`src/rtl/pd_pl_pkg.sv`:
```
// Shared types and constants for the USB-PD protocol-layer transmit controller.
package pd_pl_pkg;

    typedef enum logic [2:0] {
        ST_IDLE,
        ST_SEND,
        ST_ARM_RX,
        ST_WAIT_CRC,
        ST_REPORT
    } tx_state_e;

    localparam logic [1:0] RES_ACK     = 2'd0;
    localparam logic [1:0] RES_DISCARD = 2'd1;
    localparam logic [1:0] RES_FAIL    = 2'd2;

    localparam logic [15:0] CRC_TIMEOUT_CYC_DEF = 16'd12000;

endpackage

```
`src/rtl/pd_crc_rx_timer.sv`:
```
// CRCReceiveTimer: clear has priority over enable; expire flags the last counted cycle.
module pd_crc_rx_timer #(
    parameter logic [15:0] LIMIT = 16'd12000
) (
    input  logic clk,
    input  logic rst_n,
    input  logic clr,
    input  logic en,
    output logic expire
);

    logic [15:0] count_q;
    logic [15:0] count_d;

    always_comb begin
        count_d = count_q;
        if (clr) begin
            count_d = '0;
        end else if (en) begin
            count_d = count_q + 16'd1;
        end
    end

    always_ff @(posedge clk or negedge rst_n) begin
        if (!rst_n) begin
            count_q <= '0;
        end else begin
            count_q <= count_d;
        end
    end

    assign expire = en && (count_q == LIMIT - 16'd1);

endmodule

```
`src/rtl/pd_pl_tx_ctrl.sv`:
```
// Protocol-layer transmit controller: send, arm receiver, wait for GoodCRC, retry, report.
// Optional macro PD_PL_TX_RETRY_EN enables retransmission after CRCReceiveTimer expiry.
module pd_pl_tx_ctrl
    import pd_pl_pkg::*;
#(
    parameter logic [15:0] CRC_TIMEOUT_CYC = CRC_TIMEOUT_CYC_DEF,
    parameter logic [1:0]  N_RETRY         = 2'd3
) (
    input  logic       clk,
    input  logic       rst_n,
    input  logic       pe_tx_req,
    input  logic [2:0] pe_tx_type,
    input  logic       pe_soft_reset,
    output logic       pl_tx_done,
    output logic [1:0] pl_tx_result,
    output logic [2:0] pl_tx_msg_id,
    output logic       PL2PHY_Tx_Packet_en,
    output logic [2:0] PL2PHY_Tx_Packet_type,
    input  logic       PHY2PL_Tx_Packet_done,
    input  logic       PHY2PL_Tx_Packet_result,
    output logic       PL2PHY_Rx_Packet_select,
    input  logic       rx_goodcrc_valid,
    input  logic [2:0] rx_goodcrc_msg_id
);

    tx_state_e  state_q, state_d;
    logic [2:0] type_q, type_d;
    logic [2:0] msg_id_q, msg_id_d;
    logic [1:0] result_q, result_d;
    logic       done_q, done_d;
    logic       tx_en_q, tx_en_d;
    logic       rx_sel_q, rx_sel_d;
`ifdef PD_PL_TX_RETRY_EN
    logic [1:0] retry_q, retry_d;
`endif

    logic crc_match;
    logic timer_clr;
    logic timer_en;
    logic timer_expire;

    assign timer_clr = (state_q == ST_ARM_RX) || pe_soft_reset;
    assign timer_en  = (state_q == ST_WAIT_CRC);

    pd_crc_rx_timer #(
        .LIMIT (CRC_TIMEOUT_CYC)
    ) u_crc_rx_timer (
        .clk    (clk),
        .rst_n  (rst_n),
        .clr    (timer_clr),
        .en     (timer_en),
        .expire (timer_expire)
    );

    always_comb begin
        state_d  = state_q;
        type_d   = type_q;
        msg_id_d = msg_id_q;
        result_d = result_q;
`ifdef PD_PL_TX_RETRY_EN
        retry_d  = retry_q;
`endif
        crc_match = rx_goodcrc_valid && (rx_goodcrc_msg_id == msg_id_q);

        case (state_q)
            ST_IDLE: begin
                if (pe_tx_req) begin
                    type_d  = pe_tx_type;
`ifdef PD_PL_TX_RETRY_EN
                    retry_d = '0;
`endif
                    state_d = ST_SEND;
                end
            end
            ST_SEND: begin
                if (PHY2PL_Tx_Packet_done) begin
                    if (PHY2PL_Tx_Packet_result) begin
                        result_d = RES_DISCARD;
                        state_d  = ST_REPORT;
                    end else begin
                        state_d  = ST_ARM_RX;
                    end
                end
            end
            ST_ARM_RX: begin
                state_d = ST_WAIT_CRC;
            end
            ST_WAIT_CRC: begin
                // A matching GoodCRC takes precedence over a coincident timeout.
                if (crc_match) begin
                    result_d = RES_ACK;
                    state_d  = ST_REPORT;
                end else if (timer_expire) begin
`ifdef PD_PL_TX_RETRY_EN
                    if (retry_q < N_RETRY) begin
                        retry_d = retry_q + 2'd1;
                        state_d = ST_SEND;
                    end else begin
                        result_d = RES_FAIL;
                        state_d  = ST_REPORT;
                    end
`else
                    result_d = RES_FAIL;
                    state_d  = ST_REPORT;
`endif
                end
            end
            ST_REPORT: begin
                if (result_q != RES_DISCARD) begin
                    msg_id_d = msg_id_q + 3'd1;
                end
                state_d = ST_IDLE;
            end
            default: begin
                state_d = ST_IDLE;
            end
        endcase

        if (pe_soft_reset) begin
            state_d  = ST_IDLE;
            msg_id_d = '0;
        end

        // Output flops follow the next state so each output is aligned with its state.
        tx_en_d  = (state_d == ST_SEND);
        rx_sel_d = (state_d == ST_ARM_RX);
        done_d   = (state_d == ST_REPORT);
    end

    always_ff @(posedge clk or negedge rst_n) begin
        if (!rst_n) begin
            state_q  <= ST_IDLE;
            type_q   <= '0;
            msg_id_q <= '0;
            result_q <= '0;
            done_q   <= 1'b0;
            tx_en_q  <= 1'b0;
            rx_sel_q <= 1'b0;
`ifdef PD_PL_TX_RETRY_EN
            retry_q  <= '0;
`endif
        end else begin
            state_q  <= state_d;
            type_q   <= type_d;
            msg_id_q <= msg_id_d;
            result_q <= result_d;
            done_q   <= done_d;
            tx_en_q  <= tx_en_d;
            rx_sel_q <= rx_sel_d;
`ifdef PD_PL_TX_RETRY_EN
            retry_q  <= retry_d;
`endif
        end
    end

    assign pl_tx_done              = done_q;
    assign pl_tx_result            = result_q;
    assign pl_tx_msg_id            = msg_id_q;
    assign PL2PHY_Tx_Packet_en     = tx_en_q;
    assign PL2PHY_Tx_Packet_type   = type_q;
    assign PL2PHY_Rx_Packet_select = rx_sel_q;

endmodule
```
`config.mk`:
```
export PLATFORM = sky130hd
export DESIGN_NAME = pd_pl_tx_ctrl
export DESIGN_NICKNAME = d
export VERILOG_FILES = /design/src/rtl/pd_pl_pkg.sv /design/src/rtl/pd_crc_rx_timer.sv /design/src/rtl/pd_pl_tx_ctrl.sv
export SDC_FILE = /design/constraint.sdc
export NUM_CORES = 1
export LEC_CHECK = 0
export BUFFER_PORTS_ARGS = -buffer_cell sky130_fd_sc_hd__buf_2
export CAP_MARGIN = 20
export CORE_MARGIN = 8
export CORE_UTILIZATION = 40
export DETAILED_ROUTE_END_ITERATION = 10
export PLACE_DENSITY = 0.6
export SYNTH_ARGS = -nofsm -noshare
export SYNTH_HDL_FRONTEND = slang
export SYNTH_SLANG_ARGS = --single-unit
```
`constraint.sdc`:
```
create_clock -name clk -period 3.3 [get_ports clk]
set_clock_uncertainty 0.05 [all_clocks]
set_input_delay 0.825 -clock clk [delete_from_list [all_inputs] [get_ports clk]]
set_output_delay 0.825 -clock clk [all_outputs]
set_load 0.02 [all_outputs]
```
==> impl_results.md, run 1 <==
* Most common cell after layout, fill and taps aside: dfrtp_1
* Filler cells at 375
* Clock latency on the worst-skew pair at 0.28 ns
* Vias in the first global route at 1217
* CTS tree: built
* Ant diodes at 0
* Die height at 78.1 um
* CP endpoint kind: register
* Synthesized area at 1540 sq um
* Clock group share of total power at 28.5%
* Clk sink count at 30
* Number of buffers created by CTS at 5
* Power per cell area at 567 nW/um^2
* Combinational Power Share at 24.2%
* IO Count at 24
* Routed Antenna Nets at 0
* Full die area at 6100 sq um
* Syn Inst Count at 150
* Fin area at 1770 sq um
* Setup Fix Bufs, Post-CTS at 0
* Synth Register Bits at 30
* Seq/Total Area, Yosys at 48.7%
* DR WL/cell at 14.5 um
* Async SR Flop Fraction at 100%
* Share of layout cells above drive strength 1 at 24.0%
* Hold_buf cts at 0
* Clk slew on worst S/H paths at 0.06 ns
* Max Buffers Root-to-Sink at 2
* Fin. Hold Viols at 0
* Row cnt at 22
* Crit path launch type: register
* Largest net degree at the start of global routing at 31
* Hold Startpoint: PL2PHY_Tx_Packet_type[0]
* First-pass GRT wire length at 5670 um
* Worst path cell trace: nand2b_4, o21ai_0, buf_4, a21oi_1
* YS warnings at 0
* Initial antenna violation count at 0
* Worst relative slew slack at 37.4%
* Worst EP arrival at 2.11 ns
* Drt total wl at 3230 um
* HP Class: register to register
* Setup-failing EPs final at 0
* Worst reg-to-reg path cell count at 4
* CTS root buf: clkbuf_8
* TNS Setup at 0 ns
* Area of the multi-input gates at 729 sq um
* DRC at 0
* Max incr delay on CP at 0.74 ns
* Placed Area at 1690 sq um
* Max-cap violations at 0
* Routed vias at 1198
* GRT overflow at 0
* Post-layout min period at 2.01 ns
* F_max at 0.498 GHz
* # port buffers at 23
* Sw frac at 32.4%
* Nets at 191
* Psw at 0.325 mW
* Mapped Avg Cell Area at 10.3 sq um
* Netlist cell types at 39
* Final period utilization at 60.8%
* Fin. max-slew vios at 0
* Worst reg2reg startpoint: state_q[2]
* Vias/cell at 5.37
* Total Routing Usage GR at 11.3%
* Sequential Power Share at 47.3%
* Die width at 78.1 um
* Reg-to-reg setup timing slack at 1.29 ns
* Syn_nets at 165
* Commonest non-fill, non-tap cells in the layout: dfrtp_1 (30), buf_2 (23), nor2_1 (19)
* Outcome: finished clean
* CP required at 3.40 ns
* H-Tree Depth at 2
* RSZ-0062 raised after global routing: no
* Critical Path Slowest Stage Cell: o21ai_0
* Post-synth EDFFs at 0
* CTS resizes at 0
* Initial Utilization at 41.8%
* Worst VDD drop at 0.000338 V
* CP Class: register to register
* Crit Path Max Fanout at 13
* Main synth FF type: dfrtp_1
* P&R area growth vs syn at 14.6%
* R2R Path End: u_crc_rx_timer.count_q[3]
* Leak at 0.808 nW
* Sequential standard cell area at 751 sq um
* Hold Path Sink: PL2PHY_Tx_Packet_type[0]
* Initial DRC Count at 59
* Hold path depth at 1
* DRT Pass-1 Iters at 4
* Gpl congestion at 0.777
* Hpwl dp at 2380 um
* Power Internal at 0.677 mW
* Worst-Margin Slew at 0.929 ns
* Core Area at 3690 sq um
through the flow:
stage | setup WS [ns] | hold slack (ns) | util [%] | power, mW | std cells
after floorplan | 1.41 | 0.458 | - | 0.654 | 150
after global placement | 1.21 | 0.438 | 45.7 | 0.715 | 217
after detailed placement | 1.15 | 0.449 | 45.7 | 0.725 | 217
after CTS | 1.31 | 0.463 | 47.9 | 1.02 | 223
after global routing | 1.20 | 0.486 | 47.9 | 1.06 | 223
final | 1.29 | 0.461 | 47.9 | 1.00 | 223
cell families (layout without fill, tap and decap cells):
group                    count (synthesis)  count (layout)  synth area share (%)
adder cells (fa/ha/maj)                  2               2                  1.62
multiplexers                             5               5                  3.49
buffers and inverters                   11              36                  4.06
flip-flops                              30              30                  48.7
AO/OA/AOI/OAI                           19              19                  8.11
XOR/XNOR                                14              14                  7.95
AND/OR/NAND/NOR                         69              69                  26.1
cell usage after synthesis, types with 2 or more instances:
| cell | number | area [sq um] |
|---|---|---|
| a21oi_1 | 6 | 30.0 |
| a311oi_1 | 2 | 17.5 |
| a31o_2 | 2 | 17.5 |
| clkbuf_1 | 2 | 7.51 |
| clkbuf_8 | 2 | 27.5 |
| dfrtp_1 | 30 | 751 |
| ha_1 | 2 | 25.0 |
| inv_1 | 6 | 22.5 |
| mux2_2 | 3 | 33.8 |
| mux2i_1 | 2 | 20.0 |
| nand2_1 | 10 | 37.5 |
| nand2b_1 | 3 | 18.8 |
| nand3_1 | 4 | 20.0 |
| nand4_1 | 6 | 37.5 |
| nor2_1 | 19 | 71.3 |
| nor3_1 | 6 | 30.0 |
| nor4_2 | 2 | 25.0 |
| o21ai_0 | 5 | 25.0 |
| or3_1 | 6 | 37.5 |
| xnor2_1 | 8 | 70.1 |
| xor2_1 | 6 | 52.6 |
worst max path at each step:
stage / startpoint / end / slack (ns) / depth (start not counted)
finish: state_q[2] / u_crc_rx_timer.count_q[3] / 1.29 / 4
global route: state_q[2] / u_crc_rx_timer.count_q[6] / 1.20 / 4
CTS: state_q[2] / u_crc_rx_timer.count_q[6] / 1.31 / 4
detailed placement: pe_soft_reset / u_crc_rx_timer.count_q[14] / 1.15 / 5
global placement: pe_soft_reset / u_crc_rx_timer.count_q[14] / 1.21 / 5
floorplan: pe_soft_reset / state_q[1] / 1.41 / 4
worst max-delay path, delay by kind of cell, from the launching register on:
kind	cells	cell delay, ns
AO/OA/AOI/OAI	2	0.79
flip-flops	1	0.52
buffers and inverters	1	0.29
AND/OR/NAND/NOR	1	0.24
flip-flops by register name (all words and copies together) (netlist names):
register and cells:
u_crc_rx_timer.count_q 16, PL2PHY_Tx_Packet_type 3, pl_tx_msg_id 3, state_q 3
pl_tx_result 2, PL2PHY_Rx_Packet_select 1, PL2PHY_Tx_Packet_en 1, pl_tx_done 1
power groups by stage:
stage	sequential [mW]	combinational, mW	clock [mW]
floorplan	0.492	0.162	0
global placement	0.476	0.239	0
detailed placement	0.480	0.245	0
CTS	0.473	0.247	0.298
global route	0.482	0.270	0.307
finish	0.474	0.242	0.286
metal layers:
metal  track usage [%]  wire, um
met5                 0         0
met4              3.89        31
met3              4.10       174
met2              17.9      1540
met1              13.8      1480
final cells by class:
type | instances | share of cell area (%)
sequential | 30 | 42.5
timing repair buffer | 24 | 6.94
inverter | 6 | 1.27
multi-input combinational | 109 | 41.3
tap | 48 | 3.40
clock buffer | 6 | 4.67
Note: power is estimated with default switching activity, not from simulation.
==> run 2: changes to the inputs <==
- clock period: 3.3 -> 1.85 ns (I/O delays scaled with it)
==> impl_results.md, run 2 (same netlist as run 1, synthesis figures left out) <==
* Final setup margin at 0.0903 ns (-1.20 ns)
* Crit. Startpoint: u_crc_rx_timer.count_q[1]
* CP Buf/Inv Count at 0 (-1)
* Nets at 203 (+6.3%)
* Worst reg2reg startpoint: u_crc_rx_timer.count_q[1]
* Total Routing Usage GR at 11.5% (+0.27 points)
* DR WL/cell at 14.6 um (+0.51%)
* Ant diodes at 0 (unchanged)
* CTS root buf: clkbuf_8
* Reg-to-reg setup timing slack at 0.09 ns (-1.20 ns)
* Core Area at 3690 sq um (unchanged)
* First-pass GRT wire length at 5750 um (+1.5%)
* Fin. Hold Viols at 0 (unchanged)
* Hold_buf cts at 0 (unchanged)
* Clk sink count at 30 (unchanged)
* P&R area growth vs syn at 20.9%
* Post-layout min period at 1.76 ns (-0.248 ns)
* H-Tree Depth at 2 (unchanged)
* Die height at 78.1 um (unchanged)
* Vias/cell at 5.31 (-1.2%)
* CP required at 2.01 ns (-1.39 ns)
* DRC at 0 (unchanged)
* Commonest non-fill, non-tap cells in the layout: dfrtp_1 (30), buf_2 (23), nor2_1 (19)
* Final period utilization at 95.1% (+34 points)
* TNS Setup at 0 ns (unchanged)
* Worst EP arrival at 1.92 ns (-0.19 ns)
* Initial antenna violation count at 0 (unchanged)
* CP delay by family, top: compound AO/OA/AOI/OAI gates
* Dpl ws at 0.0423 ns (-1.11 ns)
* Number of buffers created by CTS at 5 (unchanged)
* Routed vias at 1252 (+4.5%)
* Fin. max-slew vios at 0 (unchanged)
* # port buffers at 23 (unchanged)
* Max-cap violations at 0 (unchanged)
* Clk slew on worst S/H paths at 0.06 ns (about the same)
* Die width at 78.1 um (unchanged)
* Filler cells at 342 (-8.8%)
* Leak at 0.864 nW (+6.9%)
* Routed Antenna Nets at 0 (unchanged)
* Most common cell after layout, fill and taps aside: dfrtp_1
* Setup-failing EPs final at 0 (unchanged)
* CP Class: register to register
* Outcome: finished clean
* Power per cell area at 984 nW/um^2 (+74%)
* Hpwl dp at 2630 um (+11%)
* GRT overflow at 0 (unchanged)
* Largest register FFs at 16 (unchanged)
* CP endpoint kind: register
* Crit path launch type: register
* CTS tree: built
* Worst VDD drop at 0.000531 V (+57%)
* Worst path cell trace: ha_2, nand4_2, a2111o_1, or3_1, a21oi_1
* Full die area at 6100 sq um (unchanged)
* IO Count at 24 (unchanged)
* Share of layout cells above drive strength 1 at 29.8% (+5.8 points)
* Crit Path Max Fanout at 4 (-9)
* Initial DRC Count at 122 (+110%)
* Max Buffers Root-to-Sink at 2 (unchanged)
* Initial Utilization at 41.8% (unchanged)
* Critical Path Slowest Stage Cell: a2111o_1
* Row cnt at 22 (unchanged)
* F_max at 0.568 GHz (+14%)
* HP Class: primary input to asynchronous set/reset pin
* DRT Pass-1 Iters at 4 (unchanged)
* Clock latency on the worst-skew pair at 0.28 ns (about the same)
* RSZ-0062 raised after global routing: no
* Drt total wl at 3440 um (+6.4%)
* Max incr delay on CP at 0.44 ns (-0.30 ns)
* Gpl congestion at 0.778 (about the same)
* Worst-Margin Slew at 0.651 ns (-0.278 ns)
* Worst relative slew slack at 56.6% (+19 points)
* Vias in the first global route at 1281 (+5.3%)
* Biggest register: u_crc_rx_timer.count_q
* Largest net degree at the start of global routing at 31 (unchanged)
run 2: changes by cell type in the layout (fill, tap and decap cells not counted), sizes merged:
cell	before	now
buf	24	36
clkbuf	6	5
clkinv	0	2
run 2: repair_timing:
item	4_1_cts	5_1_grt
setup endpoints to repair	0	5
gates resized for setup	0	2
setup buffers	0	1
run 2: where the power goes:
group	switching, mW	internal, mW	total [mW]
clock network	0.238	0.252	0.490
registers	0.0720	0.745	0.817
logic	0.300	0.229	0.529
total	0.610	1.23	1.84
run 2: layer usage:
layer,up-vias,part of all wire (%),global-route usage [%]
met5,-,0,0
met4,0,1.7,5.00
met3,7,4.6,3.64
met2,26,48,18.9
met1,612,45,13.6
li1,607,-,-
run 2: final timing paths:
kind | depth (start not counted) | to
worst min-delay path | 1 | u_crc_rx_timer.count_q[6]
worst max register to register | 5 | u_crc_rx_timer.count_q[14]
worst min register to register | 1 | PL2PHY_Tx_Packet_type[2]
min in group clk | 2 | PL2PHY_Rx_Packet_select
worst max-delay path | 5 | u_crc_rx_timer.count_q[14]
max in group asynchronous | 1 | u_crc_rx_timer.count_q[8]
run 2: area by class of cell:
type / count / area, sq um / share of cell area (%)
flip-flops and latches: 30 / 751 / 40.2
multi-input cells: 109 / 741 / 39.7
repair buffers: 36 / 213 / 11.4
clock buffers: 5 / 68.8 / 3.69
well taps: 48 / 60.1 / 3.22
inverters: 6 / 22.5 / 1.21
clock inverters: 2 / 10.0 / 0.537
run 2: stage by stage:
| step | instances | instance area, sq um | utilization [%] | hold slack (ns) | power, mW |
|---|---|---|---|---|---|
| 2_1_floorplan | 150 | 1540 | - | 0.117 | 1.17 |
| 3_3_place_gp | 228 | 1770 | 47.9 | 0.437 | 1.32 |
| 3_5_place_dp | 228 | 1770 | 47.9 | 0.446 | 1.35 |
| 4_1_cts | 235 | 1850 | 50.1 | 0.187 | 1.84 |
| 5_1_grt | 236 | 1870 | 50.6 | 0.206 | 1.94 |
| 6_report | 236 | 1870 | 50.6 | 0.156 | 1.84 |
